### config.mk
export PLATFORM = sky130hd
export DESIGN_NAME = endian_stream_ctrl
export DESIGN_NICKNAME = d
export VERILOG_FILES = /design/src/rtl/endian_ctrl_pkg.sv /design/src/rtl/endian_switch.sv /design/src/rtl/endian_stream_ctrl.sv
export SDC_FILE = /design/constraint.sdc
export NUM_CORES = 1
export LEC_CHECK = 0
export ABC_AREA = 1
export ABC_CLOCK_PERIOD_IN_PS = 1400
export CORE_UTILIZATION = 34
export CTS_CLUSTER_SIZE = 40
export DETAILED_ROUTE_END_ITERATION = 16
export PLACE_DENSITY = 0.62
export SLEW_MARGIN = 20
export SYNTH_ARGS = -nofsm -noshare
export SYNTH_HDL_FRONTEND = slang
export SYNTH_SLANG_ARGS = --single-unit
### constraint.sdc
create_clock -name clk -period 1.4 [get_ports clk]
set_input_delay 0.28 -clock clk [delete_from_list [all_inputs] [get_ports clk]]
set_output_delay 0.28 -clock clk [all_outputs]
set_load 0.02 [all_outputs]
### src/rtl/endian_ctrl_pkg.sv
// -----------------------------------------------------------------------------
// endian_ctrl_pkg
// Shared definitions for the endian_stream_ctrl byte-to-word sequencer:
//   - sequencer state encoding
//   - default lane geometry (byte width, lanes per word)
//   - lane-counter width and statistics-counter widths
// -----------------------------------------------------------------------------
package endian_ctrl_pkg;

    typedef enum logic [1:0] {
        IDLE  = 2'd0,   // no packet in progress
        ACCUM = 2'd1,   // lanes being filled
        STALL = 2'd2    // complete word parked, output register occupied
    } state_e;

    localparam int DEF_BYTE_SIZE   = 8;
    localparam int DEF_INPUT_BYTES = 4;
    localparam int LANE_CNT_W      = $clog2(DEF_INPUT_BYTES);

    localparam int PKT_CNT_W  = 16;
    localparam int WORD_CNT_W = 32;

endpackage

### src/rtl/endian_switch.sv
// -----------------------------------------------------------------------------
// endian_switch
// Purely combinational lane reversal: lane i of the input appears in lane
// INPUT_BYTES-1-i of the output. Used with BYTE_SIZE=1 to reverse keep bits.
// Ports:
//   in_data   [INPUT_BYTES*BYTE_SIZE]  word in
//   out_data  [INPUT_BYTES*BYTE_SIZE]  word with lane order reversed
// -----------------------------------------------------------------------------
module endian_switch #(
    parameter int BYTE_SIZE   = 8,
    parameter int INPUT_BYTES = 4
) (
    input  logic [INPUT_BYTES*BYTE_SIZE-1:0] in_data,
    output logic [INPUT_BYTES*BYTE_SIZE-1:0] out_data
);

    always_comb begin
        out_data = '0;
        for (int i = 0; i < INPUT_BYTES; i++) begin
            out_data[i*BYTE_SIZE +: BYTE_SIZE] =
                in_data[(INPUT_BYTES-1-i)*BYTE_SIZE +: BYTE_SIZE];
        end
    end

endmodule

### src/rtl/endian_stream_ctrl.sv
// -----------------------------------------------------------------------------
// endian_stream_ctrl
// Packs a one-byte-per-cycle stream into INPUT_BYTES-wide words, optionally
// reversing byte order per packet, and presents words on a valid/ready port.
// Optional statistics counters are built when ENDIAN_CTRL_STATS_EN is defined.
// Ports:
//   clk, rst_n           clock, asynchronous active-low reset
//   s_data/s_valid/
//   s_ready/s_last       byte input stream
//   swap_en              byte-order select, latched on a packet's first byte
//   m_data/m_keep/
//   m_valid/m_ready/
//   m_last               word output stream
//   pkt_count            completed packets   (ENDIAN_CTRL_STATS_EN only)
//   word_count           transferred words   (ENDIAN_CTRL_STATS_EN only)
// -----------------------------------------------------------------------------
module endian_stream_ctrl
    import endian_ctrl_pkg::*;
#(
    parameter int BYTE_SIZE   = DEF_BYTE_SIZE,
    parameter int INPUT_BYTES = DEF_INPUT_BYTES
) (
    input  logic                             clk,
    input  logic                             rst_n,
    input  logic [BYTE_SIZE-1:0]             s_data,
    input  logic                             s_valid,
    output logic                             s_ready,
    input  logic                             s_last,
    input  logic                             swap_en,
    output logic [INPUT_BYTES*BYTE_SIZE-1:0] m_data,
    output logic [INPUT_BYTES-1:0]           m_keep,
    output logic                             m_valid,
    input  logic                             m_ready,
    output logic                             m_last
`ifdef ENDIAN_CTRL_STATS_EN
    ,
    output logic [PKT_CNT_W-1:0]             pkt_count,
    output logic [WORD_CNT_W-1:0]            word_count
`endif
);

    localparam int LANE_W = $clog2(INPUT_BYTES);
    localparam int WORD_W = INPUT_BYTES * BYTE_SIZE;

    state_e                 state_q, state_d;
    logic [LANE_W-1:0]      lane_q, lane_d;
    logic [WORD_W-1:0]      acc_data_q, acc_data_d;
    logic [INPUT_BYTES-1:0] acc_keep_q, acc_keep_d;
    logic                   acc_last_q, acc_last_d;
    logic                   swap_q, swap_d;
    logic [WORD_W-1:0]      m_data_q, m_data_d;
    logic [INPUT_BYTES-1:0] m_keep_q, m_keep_d;
    logic                   m_last_q, m_last_d;
    logic                   m_valid_q, m_valid_d;

    logic                   hs_in, out_hs, out_free, last_lane, load_out;
    logic [WORD_W-1:0]      word_data, src_data, swp_data, out_data;
    logic [INPUT_BYTES-1:0] word_keep, src_keep, swp_keep, out_keep;
    logic                   src_swap;

    // s_ready depends only on registered state, never on m_ready.
    assign s_ready   = (state_q != STALL);
    assign hs_in     = s_valid & s_ready;
    assign out_hs    = m_valid_q & m_ready;
    assign out_free  = ~m_valid_q | m_ready;
    assign last_lane = (lane_q == LANE_W'(INPUT_BYTES-1));

    // Accumulator with the incoming byte merged into the current lane;
    // lane 0 is the most significant byte in straight order.
    always_comb begin
        word_data = acc_data_q;
        word_keep = acc_keep_q;
        for (int i = 0; i < INPUT_BYTES; i++) begin
            if (lane_q == LANE_W'(i)) begin
                word_data[(INPUT_BYTES-1-i)*BYTE_SIZE +: BYTE_SIZE] = s_data;
                word_keep[INPUT_BYTES-1-i] = 1'b1;
            end
        end
    end

    // Word heading to the output register: the parked word when leaving
    // STALL, otherwise the word being completed this cycle. In IDLE the first
    // byte's swap_en applies directly since swap_q is not yet loaded.
    assign src_data = (state_q == STALL) ? acc_data_q : word_data;
    assign src_keep = (state_q == STALL) ? acc_keep_q : word_keep;
    assign src_swap = (state_q == IDLE)  ? swap_en    : swap_q;

    endian_switch #(
        .BYTE_SIZE  (BYTE_SIZE),
        .INPUT_BYTES(INPUT_BYTES)
    ) u_data_switch (
        .in_data (src_data),
        .out_data(swp_data)
    );

    endian_switch #(
        .BYTE_SIZE  (1),
        .INPUT_BYTES(INPUT_BYTES)
    ) u_keep_switch (
        .in_data (src_keep),
        .out_data(swp_keep)
    );

    assign out_data = src_swap ? swp_data : src_data;
    assign out_keep = src_swap ? swp_keep : src_keep;

    // NOTE: every signal written here gets a default first so no latch is
    // inferred on paths that do not assign it.
    always_comb begin
        state_d    = state_q;
        lane_d     = lane_q;
        acc_data_d = acc_data_q;
        acc_keep_d = acc_keep_q;
        acc_last_d = acc_last_q;
        swap_d     = swap_q;
        m_data_d   = m_data_q;
        m_keep_d   = m_keep_q;
        m_last_d   = m_last_q;
        m_valid_d  = m_valid_q & ~m_ready;
        load_out   = 1'b0;

        case (state_q)
            IDLE, ACCUM: begin
                if (hs_in) begin
                    if (state_q == IDLE) begin
                        swap_d = swap_en;
                    end
                    if (s_last || last_lane) begin
                        lane_d = '0;
                        if (out_free) begin
                            load_out   = 1'b1;
                            acc_data_d = '0;
                            acc_keep_d = '0;
                            state_d    = s_last ? IDLE : ACCUM;
                        end else begin
                            acc_data_d = word_data;
                            acc_keep_d = word_keep;
                            acc_last_d = s_last;
                            state_d    = STALL;
                        end
                    end else begin
                        acc_data_d = word_data;
                        acc_keep_d = word_keep;
                        lane_d     = lane_q + LANE_W'(1);
                        state_d    = ACCUM;
                    end
                end
            end
            STALL: begin
                // m_valid_q is always set here, so m_ready is a handshake.
                if (m_ready) begin
                    load_out   = 1'b1;
                    acc_data_d = '0;
                    acc_keep_d = '0;
                    acc_last_d = 1'b0;
                    state_d    = acc_last_q ? IDLE : ACCUM;
                end
            end
            default: state_d = IDLE;
        endcase

        if (load_out) begin
            m_data_d  = out_data;
            m_keep_d  = out_keep;
            m_last_d  = (state_q == STALL) ? acc_last_q : s_last;
            m_valid_d = 1'b1;
        end
    end

    // NOTE: sequential state uses non-blocking assignments so every flop
    // samples the pre-edge values of the others.
    always_ff @(posedge clk or negedge rst_n) begin
        if (!rst_n) begin
            state_q    <= IDLE;
            lane_q     <= '0;
            acc_data_q <= '0;
            acc_keep_q <= '0;
            acc_last_q <= 1'b0;
            swap_q     <= 1'b0;
            m_data_q   <= '0;
            m_keep_q   <= '0;
            m_last_q   <= 1'b0;
            m_valid_q  <= 1'b0;
        end else begin
            state_q    <= state_d;
            lane_q     <= lane_d;
            acc_data_q <= acc_data_d;
            acc_keep_q <= acc_keep_d;
            acc_last_q <= acc_last_d;
            swap_q     <= swap_d;
            m_data_q   <= m_data_d;
            m_keep_q   <= m_keep_d;
            m_last_q   <= m_last_d;
            m_valid_q  <= m_valid_d;
        end
    end

    assign m_data  = m_data_q;
    assign m_keep  = m_keep_q;
    assign m_last  = m_last_q;
    assign m_valid = m_valid_q;

`ifdef ENDIAN_CTRL_STATS_EN
    logic [PKT_CNT_W-1:0]  pkt_count_q, pkt_count_d;
    logic [WORD_CNT_W-1:0] word_count_q, word_count_d;

    always_comb begin
        pkt_count_d  = pkt_count_q;
        word_count_d = word_count_q;
        if (out_hs) begin
            word_count_d = word_count_q + WORD_CNT_W'(1);
            if (m_last_q) begin
                pkt_count_d = pkt_count_q + PKT_CNT_W'(1);
            end
        end
    end

    always_ff @(posedge clk or negedge rst_n) begin
        if (!rst_n) begin
            pkt_count_q  <= '0;
            word_count_q <= '0;
        end else begin
            pkt_count_q  <= pkt_count_d;
            word_count_q <= word_count_d;
        end
    end

    assign pkt_count  = pkt_count_q;
    assign word_count = word_count_q;
`else
    // out_hs only feeds the statistics counters.
    logic unused_out_hs;
    assign unused_out_hs = out_hs;
`endif

endmodule

==> results.md <==
- Synth Warn #: 0
- Unique cell type count in the Yosys netlist: 15
- Slowest stage delay, CP: approximately 0.43 ns
- Final slew viol count: 0
- Largest net degree at the start of global routing: a little over 80
- Critical path type: reg -> reg
- Core box area: ~0.012 mm²
- Io pins: 53
- Critical Path, Cell by Cell: ha_4 > inv_4 > nand2_4 > nand2_4 > o21ai_4 > buf_6 > buf_12 > nand3_1 > nand2_1
- Fillcell total: around 1,000
- Placed Area: about 0.0053 mm²
- CP Launch Type: flip-flop
- Status: finished with violations
- Pwr/cell area: roughly 1900 mW/mm²
- DR WL/cell: ~18 µm
- Cell taking the most area after synthesis: dfrtp_1
- Placer congestion estimate: between 0.7 and 0.8
- CP arrival: between 1.5 and 2 ns
- Die ar.: roughly 0.013 mm²
- DRC viols: 0
- Initial antenna violation count: 0
- CP Max Fanout: 5
- CP endpoint kind: flip-flop
- Final setup vio count: 75
- Die H: roughly 110 µm
- LEAKAGE: ~3.3 nW
- Initial Utilization: 0.351
- Gr ovfl total: 0
- MaxCap Viol Count: 0
- H-tree depth: 3
- Failing checks: setup timing
- Critical Path RT: 1.69 ns
- Synth area leaders: dfrtp_1, nand2_1, nand3_1
- Area grow syn2layout: 59.8%
- Layout Nets: between 600 and 700
- Num CTS Buffers: 9
- Drt total wl: around 15,000 µm
- Setup TNS: -8.03 ns
- Max VDD drop: roughly 690 µV
- Slowest stage cell, crit path: dfrtp_1
- Hold Vio Cnt, Final: 0
- Antenna-violating nets left: 0
- Worst Path Buf+Inv: 3
- Number of buffers inserted by port buffering: 52
- Via count of the first global-routing pass: 4,395
- Tcrit/Tclk final: 1.11
- Diodes inserted: 0
- Worst-path clk slew: ~0.07 ns
- Overall routing resource usage: 0.219
- Fin area: approximately 0.0068 mm²
- Clk_skew: 0.00888 ns
- #FFs+latches synth: 80
- Synthesized area per cell: 7.31 µm²
- Num rows: 40
- Worst hold path class: reg -> reg
- Synth Net Count: roughly 600
- DR vias/cell: between 5 and 6
- Slew @ Worst Pin: approximately 0.46 ns
- RSZ-0062 raised after global routing: yes
- Starting DRT DRC Count: approximately 320
- Sequential fraction of the synthesis area: 0.473
- Cell Area, Synth: approximately 0.0042 mm²
- Fmax: 0.644 GHz
- Hold WS: roughly 0.47 ns
- First-pass GRT wire length: between 20,000 and 25,000 µm
- Clock root buffer: clkbuf_16
- Synth Instances: 579
- Layout cells sized above 1: 0.305
- Slew margin rel.: 0.694
- Longest Clk Path Bufs: 2
- Total number of vias: between 4,000 and 5,000
- Fin cells: about 850
- Setup WS pre-CTS: -0.352 ns
- Fin crit period: 1.55 ns
- Most frequent CP cell: nand2_4
- CP delay by family, top: flip-flops
- Final critical-path setup slack: -0.153 ns
- CTS Sinks: 80
- TritonCTS clock tree: built
- Die Wd: about 110 µm
- DP HPWL: 7740 µm
- Placed Instances: approximately 810
- Top-area cell type share of the netlist area: 0.473
- Clk_lat worst skew: ~0.35 ns
- Drt first pass iters: 5
-- cell usage in the layout, fill, tap and decap left out --
master,Yosys,final
clkinv_2,0,2
nand2_1,222,190
a21oi_1,4,2
buf_16,0,5
ha_4,0,4
nand3_1,130,87
inv_6,0,2
buf_12,0,12
o22ai_2,0,22
buf_4,2,22
o21ai_1,0,1
o21ai_2,2,2
nand2_2,0,19
clkbuf_16,0,16
buf_8,0,4
dlygate4sd3_1,0,1
inv_2,4,5
o22ai_4,0,5
nor2_1,2,1
a21oi_2,0,2
nand2_4,0,12
nand3_2,0,37
clkdlybuf4s50_1,0,12
clkbuf_8,0,1
bufinv_16,0,2
o21ai_0,9,6
buf_6,2,19
nand3_4,0,6
o22ai_1,32,5
nand2_8,0,1
inv_1,58,50
nor2_4,0,1
inv_4,0,5
dlygate4sd2_1,0,38
o21ai_4,0,2
dfrtp_1,80,80
-- through the flow --
step                      power, mW  utilization
after floorplan                6.48            -
after global placement         8.56        0.436
after detailed placement       8.69        0.436
after CTS                      11.3        0.494
after global routing           13.4        0.561
final                          12.6        0.561
-- layout make-up --
cell class | count | area (µm²) | share of cell area
clock buffer | 10 | 239 | 0.0353
clock inverter | 4 | 70.1 | 0.0104
inverter | 62 | 255 | 0.0377
multi-input combinational | 405 | 2530 | 0.374
sequential | 80 | 2000 | 0.296
tap | 168 | 210 | 0.0311
timing repair buffer | 120 | 1460 | 0.215
-- worst paths after layout --
| path | start | to | slack (ns) | depth (start not counted) |
|---|---|---|---|---|
| max in group asynchronous | rst_n | m_data[4]$_DFFE_PN0P_ | 0.54 | 3 |
| worst max register to register | lane_q[0]$_DFFE_PN0P_ | m_data[6]$_DFFE_PN0P_ | -0.15 | 9 |
| worst min-delay path | m_data[31]$_DFFE_PN0P_ | m_data[31]$_DFFE_PN0P_ | 0.47 | 2 |
| worst min register to register | m_data[31]$_DFFE_PN0P_ | m_data[31]$_DFFE_PN0P_ | 0.47 | 2 |
| min in group asynchronous | rst_n | m_data[21]$_DFFE_PN0P_ | 0.48 | 3 |
| worst max-delay path | lane_q[0]$_DFFE_PN0P_ | m_data[6]$_DFFE_PN0P_ | -0.15 | 9 |
-- where the power goes --
part	switching [mW]	internal [mW]	total, mW
registers	0.473	3.16	3.63
logic	3.67	2.77	6.43
clock network	0.971	1.58	2.56
total	5.11	7.51	12.6
-- timing repair --
item	CTS	global route
cloned	5	9
hold buffers	1	0
gates resized for setup	111	126
endpoints found under the hold margin	80	0
setup endpoints to repair	112	77
buffers inserted	7	8
pin swaps	9	26
-- worst min-delay path, delay by kind of cell, from the launching register on --
kind	cells	cell delay [ns]
flip-flops	1	0.34
AND/OR/NAND/NOR	2	0.09
-- kinds of logic after synthesis --
logic type      after synthesis  synth area share
compound gates               47            0.0668
fa+ha+maj                     4            0.0118
buf+inv                      94            0.0958
flops                        80             0.473
simple gates                354             0.352
-- registers in the layout, indices dropped and copies added (netlist names) --
signal	count
state_q	2
acc_keep_q	4
acc_data_q	32
m_last	1
swap_q	1
m_valid	1
acc_last_q	1
m_data	32
lane_q	2
m_keep	4
-- synth_stat cells --
cell	count
a21oi_1	4
buf_6	2
ha_1	4
nand2_1	222
nand3_1	130
o21ai_0	9
inv_1	58
o22ai_1	32
buf_4	2
dfrtp_1	80
inv_2	4
nor2_1	2
buf_2	24
o21ai_2	2
clkbuf_1	4
-- layer usage --
layer	share of wire	track usage	up-vias
met5	0	0	-
met4	0.050	0.113	0
met3	0.061	0.0266	61
met2	0.48	0.362	208
met1	0.41	0.282	2191
li1	-	-	2078
(Power assumes the default switching activity.)
